===== src/rtl/cg_pkg.sv =====
// cg_pkg -- shared definitions for the CG iteration sequencer.
//   stage_e : 3-bit stage encoding; each value is also the bit index into
//             stage_start / stage_done.
//   state_e : sequencer FSM states.
//   CG_DEFAULT_TOLERANCE : default convergence threshold (IEEE-754 single).
//   stage_onehot / stage_next : helpers for start-pulse decode and stage order.
package cg_pkg;

    typedef enum logic [2:0] {
        STG_RR    = 3'd0,
        STG_AP    = 3'd1,
        STG_PAP   = 3'd2,
        STG_ALPHA = 3'd3,
        STG_UPDX  = 3'd4,
        STG_RNEW  = 3'd5,
        STG_BETA  = 3'd6,
        STG_UPDP  = 3'd7
    } stage_e;

    typedef enum logic [2:0] {
        ST_IDLE,
        ST_ISSUE,
        ST_WAIT,
        ST_FINISH,
        ST_ERROR
    } state_e;

    localparam logic [31:0] CG_DEFAULT_TOLERANCE = 32'h283424DC;

    function automatic logic [7:0] stage_onehot(input stage_e s);
        logic [7:0] v;
        v    = '0;
        v[s] = 1'b1;
        return v;
    endfunction

    function automatic stage_e stage_next(input stage_e s);
        return stage_e'(s + 3'd1);
    endfunction

endpackage


===== src/rtl/stage_watchdog.sv =====
// stage_watchdog -- per-stage watchdog for the CG sequencer.
//   clk, reset : clock and asynchronous active-low reset.
//   clr        : zero the counter (issued when a stage is started).
//   en         : count while the sequencer is waiting for a stage done.
//   limit_hit  : high on the waiting cycle that completes 'limit' cycles of
//                waiting, so the sequencer can leave on that same edge.
// The counter is $clog2(limit)+1 bits wide and saturates.
module stage_watchdog #(
    parameter int unsigned limit = 4096
) (
    input  logic clk,
    input  logic reset,
    input  logic clr,
    input  logic en,
    output logic limit_hit
);

    localparam int unsigned CW = $clog2(limit) + 1;

    logic [CW-1:0] count;

    always_ff @(posedge clk or negedge reset) begin
        if (!reset) begin
            count <= '0;
        end else if (clr) begin
            count <= '0;
        end else if (en && (count != '1)) begin
            count <= count + 1'b1;
        end
    end

    // count holds completed waiting cycles; the current cycle is the next one.
    always_comb begin
        limit_hit = en && ((32'(count) + 32'd1) >= limit);
    end

endmodule


===== src/rtl/cg_iteration_sequencer.sv =====
// cg_iteration_sequencer -- stage sequencer for a conjugate-gradient solver.
//   clk, reset  : clock, asynchronous active-low reset.
//   go          : start a solve (accepted only in IDLE, abort low).
//   abort       : cancel the current solve, no solve_done.
//   stage_done  : per-stage finish pulses (bit = stage_e value).
//   upd_r_done  : r-update finish pulse, paired with UPDX.
//   rsnew       : r.r result from RNEW, compared against tolerance.
//   stage_start : one-hot, single-cycle stage start pulses.
//   rsold_load  : rold <= rsnew command, same cycle as RNEW done is taken.
//   busy        : high from go acceptance until back in IDLE.
//   converged   : solve ended with rsnew <= tolerance.
//   timeout_err : sticky watchdog error for the last solve.
//   iter_count  : completed iterations (saturating).
//   solve_done  : single-cycle pulse when a solve ends (not on abort/reset).
module cg_iteration_sequencer
    import cg_pkg::*;
#(
    parameter int unsigned                 element_width  = 32,
    parameter int unsigned                 max_iterations = 64,
    parameter logic [element_width-1:0]    tolerance      = element_width'(CG_DEFAULT_TOLERANCE),
    parameter int unsigned                 timeout_cycles = 4096
) (
    input  logic                     clk,
    input  logic                     reset,
    input  logic                     go,
    input  logic                     abort,
    input  logic [7:0]               stage_done,
    input  logic                     upd_r_done,
    input  logic [element_width-1:0] rsnew,
    output logic [7:0]               stage_start,
    output logic                     rsold_load,
    output logic                     busy,
    output logic                     converged,
    output logic                     timeout_err,
    output logic [15:0]              iter_count,
    output logic                     solve_done
);

    state_e      state;
    stage_e      stage;
    logic        updx_seen;
    logic        updr_seen;
    logic        updx_d;
    logic        updr_d;
    logic        stage_ok;
    logic [15:0] next_iter;
    logic        wd_clr;
    logic        wd_en;
    logic        wd_hit;

    stage_watchdog #(
        .limit(timeout_cycles)
    ) u_watchdog (
        .clk      (clk),
        .reset    (reset),
        .clr      (wd_clr),
        .en       (wd_en),
        .limit_hit(wd_hit)
    );

    always_comb begin
        wd_clr = (state == ST_ISSUE);
        wd_en  = (state == ST_WAIT);
    end

    // UPDX needs both finish pulses; each is remembered until the other arrives.
    always_comb begin
        updx_d = updx_seen | stage_done[STG_UPDX];
        updr_d = updr_seen | upd_r_done;
        if (stage == STG_UPDX) begin
            stage_ok = updx_d & updr_d;
        end else begin
            stage_ok = stage_done[stage];
        end
        next_iter = (iter_count == 16'hFFFF) ? iter_count : iter_count + 16'd1;
    end

    // Combinational so the load lands in the same cycle the RNEW done is taken.
    always_comb begin
        rsold_load = (state == ST_WAIT) && (stage == STG_RNEW) &&
                     stage_done[STG_RNEW] && !abort;
    end

    always_ff @(posedge clk or negedge reset) begin
        if (!reset) begin
            state       <= ST_IDLE;
            stage       <= STG_RR;
            stage_start <= '0;
            busy        <= 1'b0;
            converged   <= 1'b0;
            timeout_err <= 1'b0;
            iter_count  <= '0;
            solve_done  <= 1'b0;
            updx_seen   <= 1'b0;
            updr_seen   <= 1'b0;
        end else begin
            stage_start <= '0;
            solve_done  <= 1'b0;
            if (abort && (state != ST_IDLE)) begin
                state     <= ST_IDLE;
                stage     <= STG_RR;
                busy      <= 1'b0;
                updx_seen <= 1'b0;
                updr_seen <= 1'b0;
            end else begin
                case (state)
                    ST_IDLE: begin
                        if (go && !abort) begin
                            converged   <= 1'b0;
                            timeout_err <= 1'b0;
                            iter_count  <= '0;
                            stage       <= STG_RR;
                            stage_start <= stage_onehot(STG_RR);
                            busy        <= 1'b1;
                            state       <= ST_ISSUE;
                        end
                    end

                    // stage_start is registered on entry, so ISSUE lasts one cycle.
                    ST_ISSUE: begin
                        state <= ST_WAIT;
                    end

                    ST_WAIT: begin
                        if (stage_ok) begin
                            updx_seen <= 1'b0;
                            updr_seen <= 1'b0;
                            case (stage)
                                STG_RNEW: begin
                                    if (rsnew <= tolerance) begin
                                        converged  <= 1'b1;
                                        solve_done <= 1'b1;
                                        state      <= ST_FINISH;
                                    end else begin
                                        stage       <= STG_BETA;
                                        stage_start <= stage_onehot(STG_BETA);
                                        state       <= ST_ISSUE;
                                    end
                                end
                                STG_UPDP: begin
                                    iter_count <= next_iter;
                                    if (32'(next_iter) == max_iterations) begin
                                        converged  <= 1'b0;
                                        solve_done <= 1'b1;
                                        state      <= ST_FINISH;
                                    end else begin
                                        // RR belongs to the first iteration only.
                                        stage       <= STG_AP;
                                        stage_start <= stage_onehot(STG_AP);
                                        state       <= ST_ISSUE;
                                    end
                                end
                                default: begin
                                    stage       <= stage_next(stage);
                                    stage_start <= stage_onehot(stage_next(stage));
                                    state       <= ST_ISSUE;
                                end
                            endcase
                        end else if (wd_hit) begin
                            timeout_err <= 1'b1;
                            solve_done  <= 1'b1;
                            updx_seen   <= 1'b0;
                            updr_seen   <= 1'b0;
                            state       <= ST_ERROR;
                        end else if (stage == STG_UPDX) begin
                            updx_seen <= updx_d;
                            updr_seen <= updr_d;
                        end
                    end

                    ST_FINISH, ST_ERROR: begin
                        busy  <= 1'b0;
                        stage <= STG_RR;
                        state <= ST_IDLE;
                    end

                    default: begin
                        busy  <= 1'b0;
                        stage <= STG_RR;
                        state <= ST_IDLE;
                    end
                endcase
            end
        end
    end

endmodule

===== config.mk =====
export PLATFORM = sky130hd
export DESIGN_NAME = cg_iteration_sequencer
export DESIGN_NICKNAME = d
export VERILOG_FILES = /design/src/rtl/cg_pkg.sv /design/src/rtl/stage_watchdog.sv /design/src/rtl/cg_iteration_sequencer.sv
export SDC_FILE = /design/constraint.sdc
export NUM_CORES = 1
export LEC_CHECK = 0
export CAP_MARGIN = 20
export CELL_PAD_IN_SITES_DETAIL_PLACEMENT = 1
export CELL_PAD_IN_SITES_GLOBAL_PLACEMENT = 1
export CORE_ASPECT_RATIO = 2
export CORE_MARGIN = 2
export CORE_UTILIZATION = 38
export CTS_CLUSTER_DIAMETER = 120
export DETAILED_ROUTE_END_ITERATION = 6
export MAX_ROUTING_LAYER = met4
export PLACE_DENSITY_LB_ADDON = 0.1
export SYNTH_ARGS = -nofsm -noshare
export SYNTH_HDL_FRONTEND = slang
export SYNTH_HIERARCHICAL = 1
export SYNTH_SLANG_ARGS = --single-unit

===== constraint.sdc =====
create_clock -name clk -period 3.14 [get_ports clk]
set_input_delay 0.471 -clock clk [delete_from_list [all_inputs] [get_ports clk]]
set_output_delay 0.471 -clock clk [all_outputs]
set_load 0.005 [all_outputs]

==> reports/results.ini, run 1 <==
[detailed_routing]
route.vias.total = 3244
drt-initial-drc-count = 133
drtPass1Iterations = 6
via_per_inst = 6.052
post_drt_wl_per_cell_um = 20.24
ant_nets = 0
totalWireLength_um = 10850
drcViolationCount = 0

[cts]
clk_pin_slew_worst_paths_ns = 0.07
postCtsSetupBuffers = 0
cts_sinks = 49
htreeDepth = 2
cts_tree = yes
insertion_delay_ns = 0.30
cts_made_buffers = 5
cts-root-buf = clkbuf_16
holdBufCountCts = 0
clk_path_buf_depth = 2
ctsResizeCount = 0

[logic_synthesis]
yosys_warnings = 6
netlist.area_leader.share_pct = 37.91
synth-edff-count = 0
yosysSeqAreaShare_pct = 37.91
syn_area_mm2 = 0.003234
async_flop_share_pct = 100.0
synth_ff_type = dfrtp_1
ys_ff_latch = 49
ys_types = 70
yosysMostFrequentCell = dfrtp_1
yosys-top-cells-area = dfrtp_1 38%, a21oi_1 5.1%, nor2_1 4.2%
synth_commonest_cells = 49 x dfrtp_1, 36 x nor2_1, 33 x a21oi_1
synth_cells = 364
syn_avg_cell_area_um2 = 8.886
syn-num-nets = 415
yosysTopAreaCell = dfrtp_1

[critical_path]
required_ns = 3.32
cp_common_cell = nand2_1
cp_num_buf_inv = 0
critical_path_arrival_ns = 2.96
crit_type = flop to flop
cp_slowest_stage_delay_ns = 0.49
critical_path.top_delay_family = simple AND/OR/NAND/NOR gates
critPathCaptureType = flop
cp_max_fo = 7
path_cells = ha_1 > and4_1 > nand2_1 > or3_4 > a2111oi_4 > nand4_2 > nand2_1 > nor2_1 > a22o_1
start_kind = flop
critPathSlowestCell = dfrtp_1

[global_route]
grt_max_degree = 32
grt_pass1_wl_um = 17940
antenna_found_initial = 0
grt_overflow_total = 0
track_usage_pct = 25.20
grt_pass1_vias = 3528

[pwr]
ir_drop_uv = 333.9
p_leak_nw = 1.696
p_per_area_mw_per_mm2 = 367.1

[final_layout]
syn_to_final_growth_pct = 30.79
final_nets = 488
fill_cells = 991
drive_gt1_share_pct = 9.132
antenna_cells = 0
stdcell_area_mm2 = 0.004230
final_cells = 536

[timing]
worst_slew_pin_slew_ns = 0.8849
hold_viol_final = 0
setup_violations = 0
rsz0062_at_grt = no
slew_headroom_pct = 40.79
fin_crit_ns = 2.778
max_freq_ghz = 0.3600
worst_slack_ns = 0.3622
slew_viol_final = 0
post-route-period-util_pct = 88.47
finalSetupTns_ns = 0
clock_skew_ns = 0.01516

[placed_design]
placed_area_mm2 = 0.004054
place_congestion = 0.8891
dp_cells = 527
io_buffers = 73
place_hpwl_um = 8837
post-place-ws_ns = 0.1770

[floorplanning]
core_region_area_mm2 = 0.008292
die_width_um = 69.24
initial_utilization_pct = 39.01
die_area_mm2 = 0.009310
fp-row-count = 47
io_pins = 74
die_h_um = 134.5

[worst_hold_path]
hold_path.class = primary input to asynchronous set/reset pin

[status]
status = finished, final reports clean

[job]
max_cap_viol_count = 0

==> final timing paths <==
path	startpoint	endpoint	slack, ns	cells after the start
max	iter_count[0]	stage[1]	0.36	9
min	reset	iter_count[9]	0.23	1
max reg2reg	iter_count[0]	stage[1]	0.36	9
min reg2reg	updr_seen	updr_seen	0.51	2
max in group asynchronous	reset	u_watchdog/count[7]	2.26	2
min in group clk	updr_seen	updr_seen	0.51	2
==> per-stage QoR <==
step           total power [mW]  util (%)  hold slack (ns)
6_report                  1.553     51.02           0.2257
5_1_grt                   1.625     51.02           0.2722
2_1_floorplan            0.7915         -           0.1754
3_5_place_dp             0.9284     48.89           0.4985
3_3_place_gp             0.9175     48.89           0.4786
4_1_cts                   1.573     50.93           0.2500
==> layer usage <==
metal | global-route usage (%) | wire, µm
met1 | 22.77 | 3481
met2 | 50.48 | 6625
met3 | 2.388 | 213
met4 | 12.53 | 525
met5 | - | 0
==> cell families (layout without fill, tap and decap cells) <==
group | Yosys count | count (layout) | share of synthesized area, %
and+or+nand+nor | 166 | 166 | 29.09
AOI/OAI and AO/OA | 103 | 103 | 21.63
DFF | 49 | 49 | 37.91
buffers and inverters | 28 | 102 | 4.372
xor gates and xnor gates | 8 | 8 | 2.166
adders and majority gates | 6 | 6 | 2.321
muxes | 4 | 4 | 2.515
==> registers in the layout, summed over array words and instances (netlist names), 3 cells and up <==
name	count
iter_count	16
stage	3
stage_start	8
state	3
u_watchdog/count	13
==> report_power, final <==
part	switching (mW)	total (mW)	internal, mW
logic	0.110	0.229	0.120
clock network	0.261	0.639	0.378
registers	0.0310	0.685	0.654
total	0.401	1.55	1.15
==> final cells by class <==
| cell class | instances | area (µm²) | share of cell area [%] |
|---|---|---|---|
| Multi-Input combinational cell | 287 | 1867 | 44.13 |
| Sequential cell | 49 | 1226 | 28.99 |
| Timing Repair Buffer | 84 | 808.3 | 19.11 |
| Clock buffer | 5 | 125.1 | 2.958 |
| Tap cell | 98 | 122.6 | 2.899 |
| Clock inverter | 3 | 43.79 | 1.035 |
| Inverter | 10 | 37.54 | 0.8873 |
==> placed cells by master (no fill, tap or decap), types with 4 or more instances in the layout <==
cell type,count
nand2b_1,4
a21o_1,5
inv_1,10
dfrtp_1,49
or3_1,6
nand2_1,27
clkbuf_16,5
clkdlybuf4s50_1,72
buf_4,11
a31oi_1,6
a22o_1,4
xor2_1,4
ha_1,6
and3_1,9
o21ai_0,19
nor4_1,7
xnor2_1,4
nand3_1,16
a21oi_1,33
o31ai_1,8
nor3_1,13
or4_1,4
nand4_1,16
nor2_1,36
Note: power is estimated with default switching activity, not from simulation.
==> run 2: changes to the inputs <==
--- a/config.mk
+++ b/config.mk
@@ -14,7 +14,7 @@
 export CTS_CLUSTER_DIAMETER = 120
 export DETAILED_ROUTE_END_ITERATION = 6
 export MAX_ROUTING_LAYER = met4
-export PLACE_DENSITY_LB_ADDON = 0.1
+export PLACE_DENSITY = 0.86
 export SYNTH_ARGS = -nofsm -noshare
 export SYNTH_HDL_FRONTEND = slang
 export SYNTH_HIERARCHICAL = 1
==> run 2 against run 1 <==
Sequential share of layout area shrank 0.077 points. Clock power is essentially flat. Register-to-register slack gained 0.07 ns. Core utilization grew 0.14 points. Final cell count grew 0.19%. First-iteration DRC count shrank 11%. Power is essentially flat. Critical path type unchanged.
==> reports/results.ini, run 2 (synthesized netlist as in run 1, its figures left out) <==
[status]
status = finished, final reports clean

[timing]
hold_viol_final = 0
setup_violations = 0
clock_skew_ns = 0.003909
fin_crit_ns = 2.706
rsz0062_at_grt = no
finalSetupTns_ns = 0
max_freq_ghz = 0.3695
slew_viol_final = 0
post-route-period-util_pct = 86.18
worst_slew_pin_slew_ns = 1.036
slew_headroom_pct = 30.69

[global_route]
track_usage_pct = 25.32
grt_pass1_vias = 3693
grt_pass1_wl_um = 18070
antenna_found_initial = 0
grt_max_degree = 27
grt_overflow_total = 0

[final_layout]
largest_registers = iter_count x16, u_watchdog/count x13, stage_start x8
syn_to_final_growth_pct = 31.14
drive_gt1_share_pct = 9.112
regArea_mm2 = 0.001226
final_cells = 537
multiInputGateArea_mm2 = 0.001867
antenna_cells = 0
stdcell_area_mm2 = 0.004242
layout_commonest_cell = clkdlybuf4s50_1
largest_reg_flops = 16
fill_cells = 970
final_nets = 489
layout_common_cells = 72 x clkdlybuf4s50_1, 49 x dfrtp_1, 36 x nor2_1, 33 x a21oi_1, 27 x nand2_1
regMostFlops = iter_count

[cts]
holdBufCountCts = 0
cts_tree = yes
insertion_delay_ns = 0.29
clk_path_buf_depth = 2
cts-root-buf = clkbuf_16
postCtsSetupBuffers = 0
cts_sinks = 49
cts_made_buffers = 5
clk_pin_slew_worst_paths_ns = 0.07
htreeDepth = 2
ctsResizeCount = 0

[critical_path]
critPathCaptureType = flop
cp_num_buf_inv = 0
required_ns = 3.32
critical_path.top_delay_family = compound AO/OA/AOI/OAI gates
start_kind = flop
reg2reg_slack_ns = 0.43
critPathSlowestCell = a2111oi_0
crit_type = flop to flop
cp_slowest_stage_delay_ns = 0.50
cp_max_fo = 7
path_cells = ha_1 > and3_1 > nand2b_4 > a2111oi_0 > a2bb2oi_1 > nand4_2 > nand2_1 > nor2_1 > a22o_1
critical_path_arrival_ns = 2.89

[placed_design]
io_buffers = 73
place_congestion = 0.9111
place_hpwl_um = 8885
placed_area_mm2 = 0.004061
dp_cells = 528

[pwr]
ir_drop_uv = 274.1
power_mw = 1.554
p_leak_nw = 1.701
p_per_area_mw_per_mm2 = 366.5

[floorplanning]
fp-row-count = 47
die_h_um = 134.5
die_width_um = 69.24
initial_utilization_pct = 39.01
die_area_mm2 = 0.009310
io_pins = 74
core_region_area_mm2 = 0.008292

[detailed_routing]
route.vias.total = 3305
via_per_inst = 6.155
totalWireLength_um = 10960
post_drt_wl_per_cell_um = 20.41
drt-initial-drc-count = 119
ant_nets = 0
drtPass1Iterations = 4
drcViolationCount = 0

[job]
max_cap_viol_count = 0

[worst_hold_path]
hold_path.class = primary input to asynchronous set/reset pin

==> run 2: cell type report <==
class	count	area share, %
timing repair buffer	85	19.23
clock buffer	7	3.363
sequential	49	28.91
clock inverter	1	0.7080
inverter	10	0.8850
tap	98	2.891
multi-input combinational	287	44.01
==> run 2: routing by layer <==
layer | track usage, % | routed length (µm)
met3 | 2.761 | 308
met4 | 13.83 | 569
met5 | - | 0
met2 | 52.14 | 6640
met1 | 20.83 | 3440
==> run 2: per-stage QoR <==
stage                     utilization, %  hold slack, ns  setup WS [ns]
after floorplan                        -          0.1754         0.8508
after global placement             48.98          0.4781         0.3292
after detailed placement           48.98          0.5083         0.1975
after CTS                          51.06          0.1933         0.4624
after global routing               51.15          0.2242         0.2389
final                              51.15          0.1804         0.4340
==> run 2: final timing paths <==
kind,from,end,cells past startpoint
setup reg to reg,iter_count[0],stage[1],9
hold / removal,reset,iter_count[11],1
max in group asynchronous,reset,timeout_err,2
setup / recovery,iter_count[0],stage[1],9
min in group clk,updr_seen,updr_seen,2
hold reg to reg,updr_seen,updr_seen,2
==> run 2: where the power goes <==
part / switching, mW / leakage [nW] / total [mW] / internal, mW
registers: 0.0295 / 0.676 / 0.684 / 0.654
logic: 0.112 / 0.941 / 0.233 / 0.121
clock network: 0.239 / 0.0841 / 0.637 / 0.398
